<file path="src/rtl/stopwatch_display_pkg.sv">
`default_nettype none
// ============================================================================
// Module   : stopwatch_display_pkg
// Brief    : Shared segment codes, anode constants and digit-index type for
//            the stopwatch display path.
// Revision : 1.0 - initial release
// ============================================================================
package stopwatch_display_pkg;

    typedef logic [1:0] digit_idx_t;

    // Active-low segment patterns, bit order {g,f,e,d,c,b,a}
    localparam logic [6:0] SEG_BLANK = 7'b1111111;
    localparam logic [6:0] SEG_DASH  = 7'b0111111;
    localparam logic [6:0] SEG_DIGIT [0:9] = '{
        7'b1000000, 7'b1111001, 7'b0100100, 7'b0110000, 7'b0011001,
        7'b0010010, 7'b0000010, 7'b1111000, 7'b0000000, 7'b0010000
    };

    localparam logic [3:0] AN_OFF = 4'b1111;

    // The min_one digit carries the mm.ss separator dot
    localparam digit_idx_t IDX_DP = 2'd2;

endpackage
`default_nettype wire

</file>
<file path="src/rtl/seven_seg_decoder.sv">
`default_nettype none
// ============================================================================
// Module   : seven_seg_decoder
// Brief    : 4-bit BCD to active-low seven-segment code; non-BCD shows a dash.
// Revision : 1.0 - initial release
// ============================================================================
module seven_seg_decoder
    import stopwatch_display_pkg::*;
(
    input  logic [3:0] i_bcd,
    output logic [6:0] o_seg
);

    always_comb begin
        o_seg = SEG_DASH;
        case (i_bcd)
            4'd0:    o_seg = SEG_DIGIT[0];
            4'd1:    o_seg = SEG_DIGIT[1];
            4'd2:    o_seg = SEG_DIGIT[2];
            4'd3:    o_seg = SEG_DIGIT[3];
            4'd4:    o_seg = SEG_DIGIT[4];
            4'd5:    o_seg = SEG_DIGIT[5];
            4'd6:    o_seg = SEG_DIGIT[6];
            4'd7:    o_seg = SEG_DIGIT[7];
            4'd8:    o_seg = SEG_DIGIT[8];
            4'd9:    o_seg = SEG_DIGIT[9];
            default: o_seg = SEG_DASH;
        endcase
    end

endmodule
`default_nettype wire

</file>
<file path="src/rtl/stopwatch_display.sv">
`default_nettype none
// ============================================================================
// Module   : stopwatch_display
// Brief    : 4-digit multiplexed common-anode display driver with guard
//            blanking, frame-coherent digit capture and adjust-mode blinking.
// Revision : 1.0 - initial release
// ============================================================================
module stopwatch_display
    import stopwatch_display_pkg::*;
#(
    parameter int REFRESH_DIV = 100000,
    parameter int GUARD       = 4,
    parameter int BLINK_DIV   = 25000000
)
(
    input  logic       clk,
    input  logic       rst_n,
    input  logic [3:0] sec_one,
    input  logic [3:0] sec_ten,
    input  logic [3:0] min_one,
    input  logic [3:0] min_ten,
    input  logic       adj,
    input  logic       sel,
    output logic [3:0] an,
    output logic [6:0] seg,
    output logic       dp
);

    localparam int CW = (REFRESH_DIV > 1) ? $clog2(REFRESH_DIV) : 1;
    localparam int BW = (BLINK_DIV > 1) ? $clog2(BLINK_DIV) : 1;

    localparam logic [CW-1:0] c_ref_last   = CW'(REFRESH_DIV - 1);
    localparam logic [CW-1:0] c_guard      = CW'(GUARD);
    localparam logic [BW-1:0] c_blink_last = BW'(BLINK_DIV - 1);

    logic [CW-1:0]      refresh_cnt_q, refresh_cnt_d;
    digit_idx_t         idx_q, idx_d;
    logic [3:0][3:0]    shadow_q, shadow_d;
    logic [BW-1:0]      blink_cnt_q, blink_cnt_d;
    logic               phase_q, phase_d;
    logic [3:0]         an_q, an_d;
    logic [6:0]         seg_q, seg_d;
    logic               dp_q, dp_d;

    logic               w_tick;
    logic               w_blink_tc;
    logic               w_in_guard;
    logic               w_field_off;
    logic [3:0]         w_cur_digit;
    logic [6:0]         w_dec_seg;

    assign w_cur_digit = shadow_q[idx_q];

    seven_seg_decoder u_decoder (
        .i_bcd (w_cur_digit),
        .o_seg (w_dec_seg)
    );

    always_comb begin
        w_tick        = (refresh_cnt_q == c_ref_last);
        refresh_cnt_d = w_tick ? '0 : refresh_cnt_q + CW'(1);
        idx_d         = w_tick ? idx_q + 2'd1 : idx_q;

        // Latch a whole new time value only at the frame boundary
        shadow_d = shadow_q;
        if (w_tick && (idx_q == 2'd3)) begin
            shadow_d = {min_ten, min_one, sec_ten, sec_one};
        end

        w_blink_tc  = (blink_cnt_q == c_blink_last);
        blink_cnt_d = '0;
        phase_d     = 1'b0;
        if (adj) begin
            blink_cnt_d = w_blink_tc ? '0 : blink_cnt_q + BW'(1);
            phase_d     = phase_q ^ w_blink_tc;
        end

        // sel=1 selects seconds (indices 0-1), sel=0 minutes (indices 2-3)
        w_in_guard  = (refresh_cnt_q < c_guard);
        w_field_off = adj && phase_q && (sel ? ~idx_q[1] : idx_q[1]);

        an_d  = AN_OFF;
        seg_d = SEG_BLANK;
        dp_d  = 1'b1;
        if (!w_in_guard && !w_field_off) begin
            an_d[idx_q] = 1'b0;
            seg_d       = w_dec_seg;
            dp_d        = (idx_q != IDX_DP);
        end
    end

    always_ff @(posedge clk or negedge rst_n) begin
        if (!rst_n) begin
            refresh_cnt_q <= '0;
            idx_q         <= '0;
            shadow_q      <= '0;
            blink_cnt_q   <= '0;
            phase_q       <= 1'b0;
            an_q          <= AN_OFF;
            seg_q         <= SEG_BLANK;
            dp_q          <= 1'b1;
        end else begin
            refresh_cnt_q <= refresh_cnt_d;
            idx_q         <= idx_d;
            shadow_q      <= shadow_d;
            blink_cnt_q   <= blink_cnt_d;
            phase_q       <= phase_d;
            an_q          <= an_d;
            seg_q         <= seg_d;
            dp_q          <= dp_d;
        end
    end

    assign an  = an_q;
    assign seg = seg_q;
    assign dp  = dp_q;

endmodule
`default_nettype wire

</file>
<file path="config.mk">
export PLATFORM = sky130hd
export DESIGN_NAME = stopwatch_display
export DESIGN_NICKNAME = d
export VERILOG_FILES = /design/src/rtl/stopwatch_display_pkg.sv /design/src/rtl/seven_seg_decoder.sv /design/src/rtl/stopwatch_display.sv
export SDC_FILE = /design/constraint.sdc
export NUM_CORES = 1
export LEC_CHECK = 0
export ABC_AREA = 1
export ABC_CLOCK_PERIOD_IN_PS = 1980
export BUFFER_PORTS_ARGS = -buffer_cell sky130_fd_sc_hd__buf_2
export CAP_MARGIN = 40
export CORE_AREA = 2 2 118 120
export DETAILED_ROUTE_END_ITERATION = 7
export DIE_AREA = 0 0 120 122
export SYNTH_ARGS = -nofsm -noshare
export SYNTH_HDL_FRONTEND = slang
export SYNTH_SLANG_ARGS = --single-unit
</file>
<file path="constraint.sdc">
create_clock -name clk -period 1.98 [get_ports clk]
set_clock_uncertainty 0.15 [all_clocks]
set_input_delay 0.198 -clock clk [delete_from_list [all_inputs] [get_ports clk]]
set_output_delay 0.198 -clock clk [all_outputs]
set_load 0.01 [all_outputs]
</file>
==> qor.txt <==
Pre-antenna DRT Iters - 5
Commonest non-fill, non-tap cells in the layout - nand2_1, nor2_1, inv_1
Hold Crit Class - primary input to register
FF-to-FF setup slack - 0.17 ns
Vias in the first global route - 3,261
Skew-Pair Late Insertion Delay - 0.34 ns
Gate Count Post-Synth - 506
Status - complete, no violations
Total Neg Setup Slack - 0 ns
Sequential share of the synthesized area - 46.1%
CP required - 2.11 ns
Port Buf Inserts - 31
Ys flop type - dfrtp_1
Die area - 14,600 µm²
CP max FO - 14
Site row count - 43
Crit Reg-Reg Startpoint - idx_q[0]$_DFFE_PN0N_
Synthesized Nets - 537
Initial Utilization - 29.2%
Max Slew Vio Count - 0
Grt ovf - 0
Slowest-stage cell, CP - dfrtp_2
Post-DP Area - 4330 µm²
P_leak - 0.00220 µW
Footprint of the multi-input gates - 1820 µm²
Syn Std Cell Area - 3940 µm²
Slew HR - 73.6%
DRC - 0
Most used cell, CP - nand2_1
H-tree levels - 3
Max Cap Violations - 0
N_diodes - 0
Antenna violations before repair - 0
Unrepaired setup endpoints after global routing - false
Synthesized flop and latch total - 72
Non-filler instance count after layout - 750
Ys async rst share - 100%
Reg2reg end - seg[3]$_DFF_PN1_
Peak supply drop - 0.434 mV
Seq. cell area - 1820 µm²
Fin. Hold Viols - 0
Via total after detailed routing - 3,287
Detail Placement HPWL - 6260 µm
Nets@finish - 596
PwrDens - 677 nW/µm²
CP Capture Point - seg[3]$_DFF_PN1_
Crit path buffers/inverters - 1
Setup violators final - 0
CP Depth - 8
Share of layout cells above drive strength 1 - 17.4%
Area delta synth->final - 22.2%
Clk root buf - clkbuf_16
GPL Wtd Cong - 0.880
Fill cells - 1,401
DR vias/cell - 4.38
Worst setup SP type - register
Clock tree buffer depth - 2
Worst-path cell chain - o21ai_0 > nand2_1 > nand2_1 > inv_1 > ha_1 > nand2_1 > nand3_1 > nand3_1
Syn. warnings - 0
Die height - 122 µm
I/O pin count - 32
Cells on Worst Hold Path - 3
CP Capture Type - register
Final instance area - 4810 µm²
Most common cell after layout, fill and taps aside - nand2_1
Drt wl/cell - 11.5 µm
Placed cell count - 717
Reg2reg path depth - 8
Clock slew at reported path FFs - 0.06 ns
Initial DRC Count - 267
Total Routing Usage GR - 12.7%
Crit Path Category - register to register
Worst EP arrival - 1.94 ns
Fmax - 0.553 GHz
Post-CTS Setup Inserts - 0
Worst Setup SP - idx_q[0]$_DFFE_PN0N_
Chip width - 120 µm
Hold Crit Start - adj
Worst Setup Slack, final - 0.170 ns
Largest net degree at the start of global routing - 73
Min Tclk post-route - 1.81 ns
CTS tree - done
Syn avg cell area - 7.78 µm²
Crit-path leading delay family - flip-flops
Final period utilization - 91.4%
Yosys cell types - 33
Antenna Violating Nets Remaining - 0
Slew @ Worst Pin - 0.397 ns
Core region area - 13,500 µm²
CTS sink count - 72
Number of synthesized flops with an enable pin - 0
Drt total wl - 8660 µm
CTS Buf Count - 9
Pre-CTS WS - 0.127 ns
Worst path max stage delay - 0.49 ns
First-pass GRT wire length - 14,900 µm
power breakdown:
part           internal (µW)  leakage (µW)  switching [µW]
clock                    988      0.000150             672
sequential              1480      0.000865            4.51
combinational           51.4       0.00119            64.9
total                   2520       0.00220             741
Yosys cell counts (2+ instances only):
cell / instances / area, µm²
xnor2_1: 3 / 26.3
nor2_4: 2 / 22.5
a211oi_1: 2 / 15.0
a21oi_1: 9 / 45.0
o21ai_2: 17 / 149
nor2_1: 93 / 349
nand2_1: 120 / 450
nand4_1: 5 / 31.3
nor3_1: 8 / 40.0
inv_1: 64 / 240
nand3b_1: 2 / 15.0
o211ai_1: 2 / 15.0
buf_6: 3 / 33.8
buf_2: 2 / 10.0
inv_2: 2 / 7.51
o21ai_0: 7 / 35.0
xor2_1: 16 / 140
dfrtp_1: 61 / 1530
clkinv_2: 2 / 10.0
nand3_1: 47 / 235
nand2_2: 6 / 37.5
a31oi_1: 2 / 12.5
dfstp_2: 11 / 289
ha_1: 11 / 138
registers in the layout, indices dropped and copies added (netlist names):
name,count
phase_q,1
seg,7
blink_cnt_q,25
shadow_q,16
idx_q,2
refresh_cnt_q,17
an,4
metal layers:
| metal | track usage [%] | vias to the layer above | part of all wire, % |
|---|---|---|---|
| met5 | 0 | - | 0 |
| met4 | 4.85 | 0 | 1.6 |
| met3 | 3.04 | 12 | 4.1 |
| met2 | 21.1 | 63 | 48 |
| met1 | 15.9 | 1502 | 47 |
| li1 | - | 1710 | - |
logic make-up (layout without fill, tap and decap cells):
group	after synthesis	after routing	share of synthesized area, %
AND/OR/NAND/NOR	288	288	31.0
AO/OA/AOI/OAI	41	41	7.21
adder cells (fa/ha/maj)	11	11	3.50
XOR/XNOR	19	19	4.23
flip-flops	72	72	46.1
buffers and inverters	75	139	7.94
area by class of cell:
| class | count | area share (%) |
|---|---|---|
| clock inverters | 7 | 1.64 |
| flip-flops and latches | 72 | 37.8 |
| well taps | 180 | 4.68 |
| clock buffers | 9 | 4.68 |
| repair buffers | 55 | 8.11 |
| multi-input cells | 359 | 37.8 |
| inverters | 68 | 5.36 |
stage by stage:
| stage | utilization, % | total power [µW] | hold slack (ns) |
|---|---|---|---|
| after CTS | 35.6 | 3300 | 0.0172 |
| after global placement | 32.0 | 1600 | 0.112 |
| after global routing | 35.6 | 3370 | 0.0481 |
| after floorplan | - | 1530 | -0.248 |
| after detailed placement | 32.0 | 1600 | 0.117 |
| final | 35.6 | 3260 | 0.0342 |
what timing repair did:
| action | in CTS | in global routing |
|---|---|---|
| endpoints found under the setup margin | 0 | 12 |
| resized for setup | 0 | 3 |
| hold endpoints to repair | 77 | 0 |
| hold buffers | 17 | 0 |
how the worst min path moves through the flow:
stage | slack [ns] | endpoint
global route | 0.05 | phase_q$_DFF_PN0_
detailed placement | 0.12 | blink_cnt_q[19]$_DFF_PN0_
CTS | 0.02 | phase_q$_DFF_PN0_
global placement | 0.11 | blink_cnt_q[19]$_DFF_PN0_
finish | 0.03 | phase_q$_DFF_PN0_
floorplan | -0.25 | blink_cnt_q[0]$_DFF_PN0_
worst register-to-register path, stage by stage, from the launching register on:
cell	delay (ns)
dfrtp_2	0.49
o21ai_0	0.22
nand2_1	0.07
nand2_1	0.15
inv_1	0.11
ha_1	0.30
nand2_1	0.09
nand3_1	0.07
nand3_1	0.09
Power figures use the tool's default switching activity.
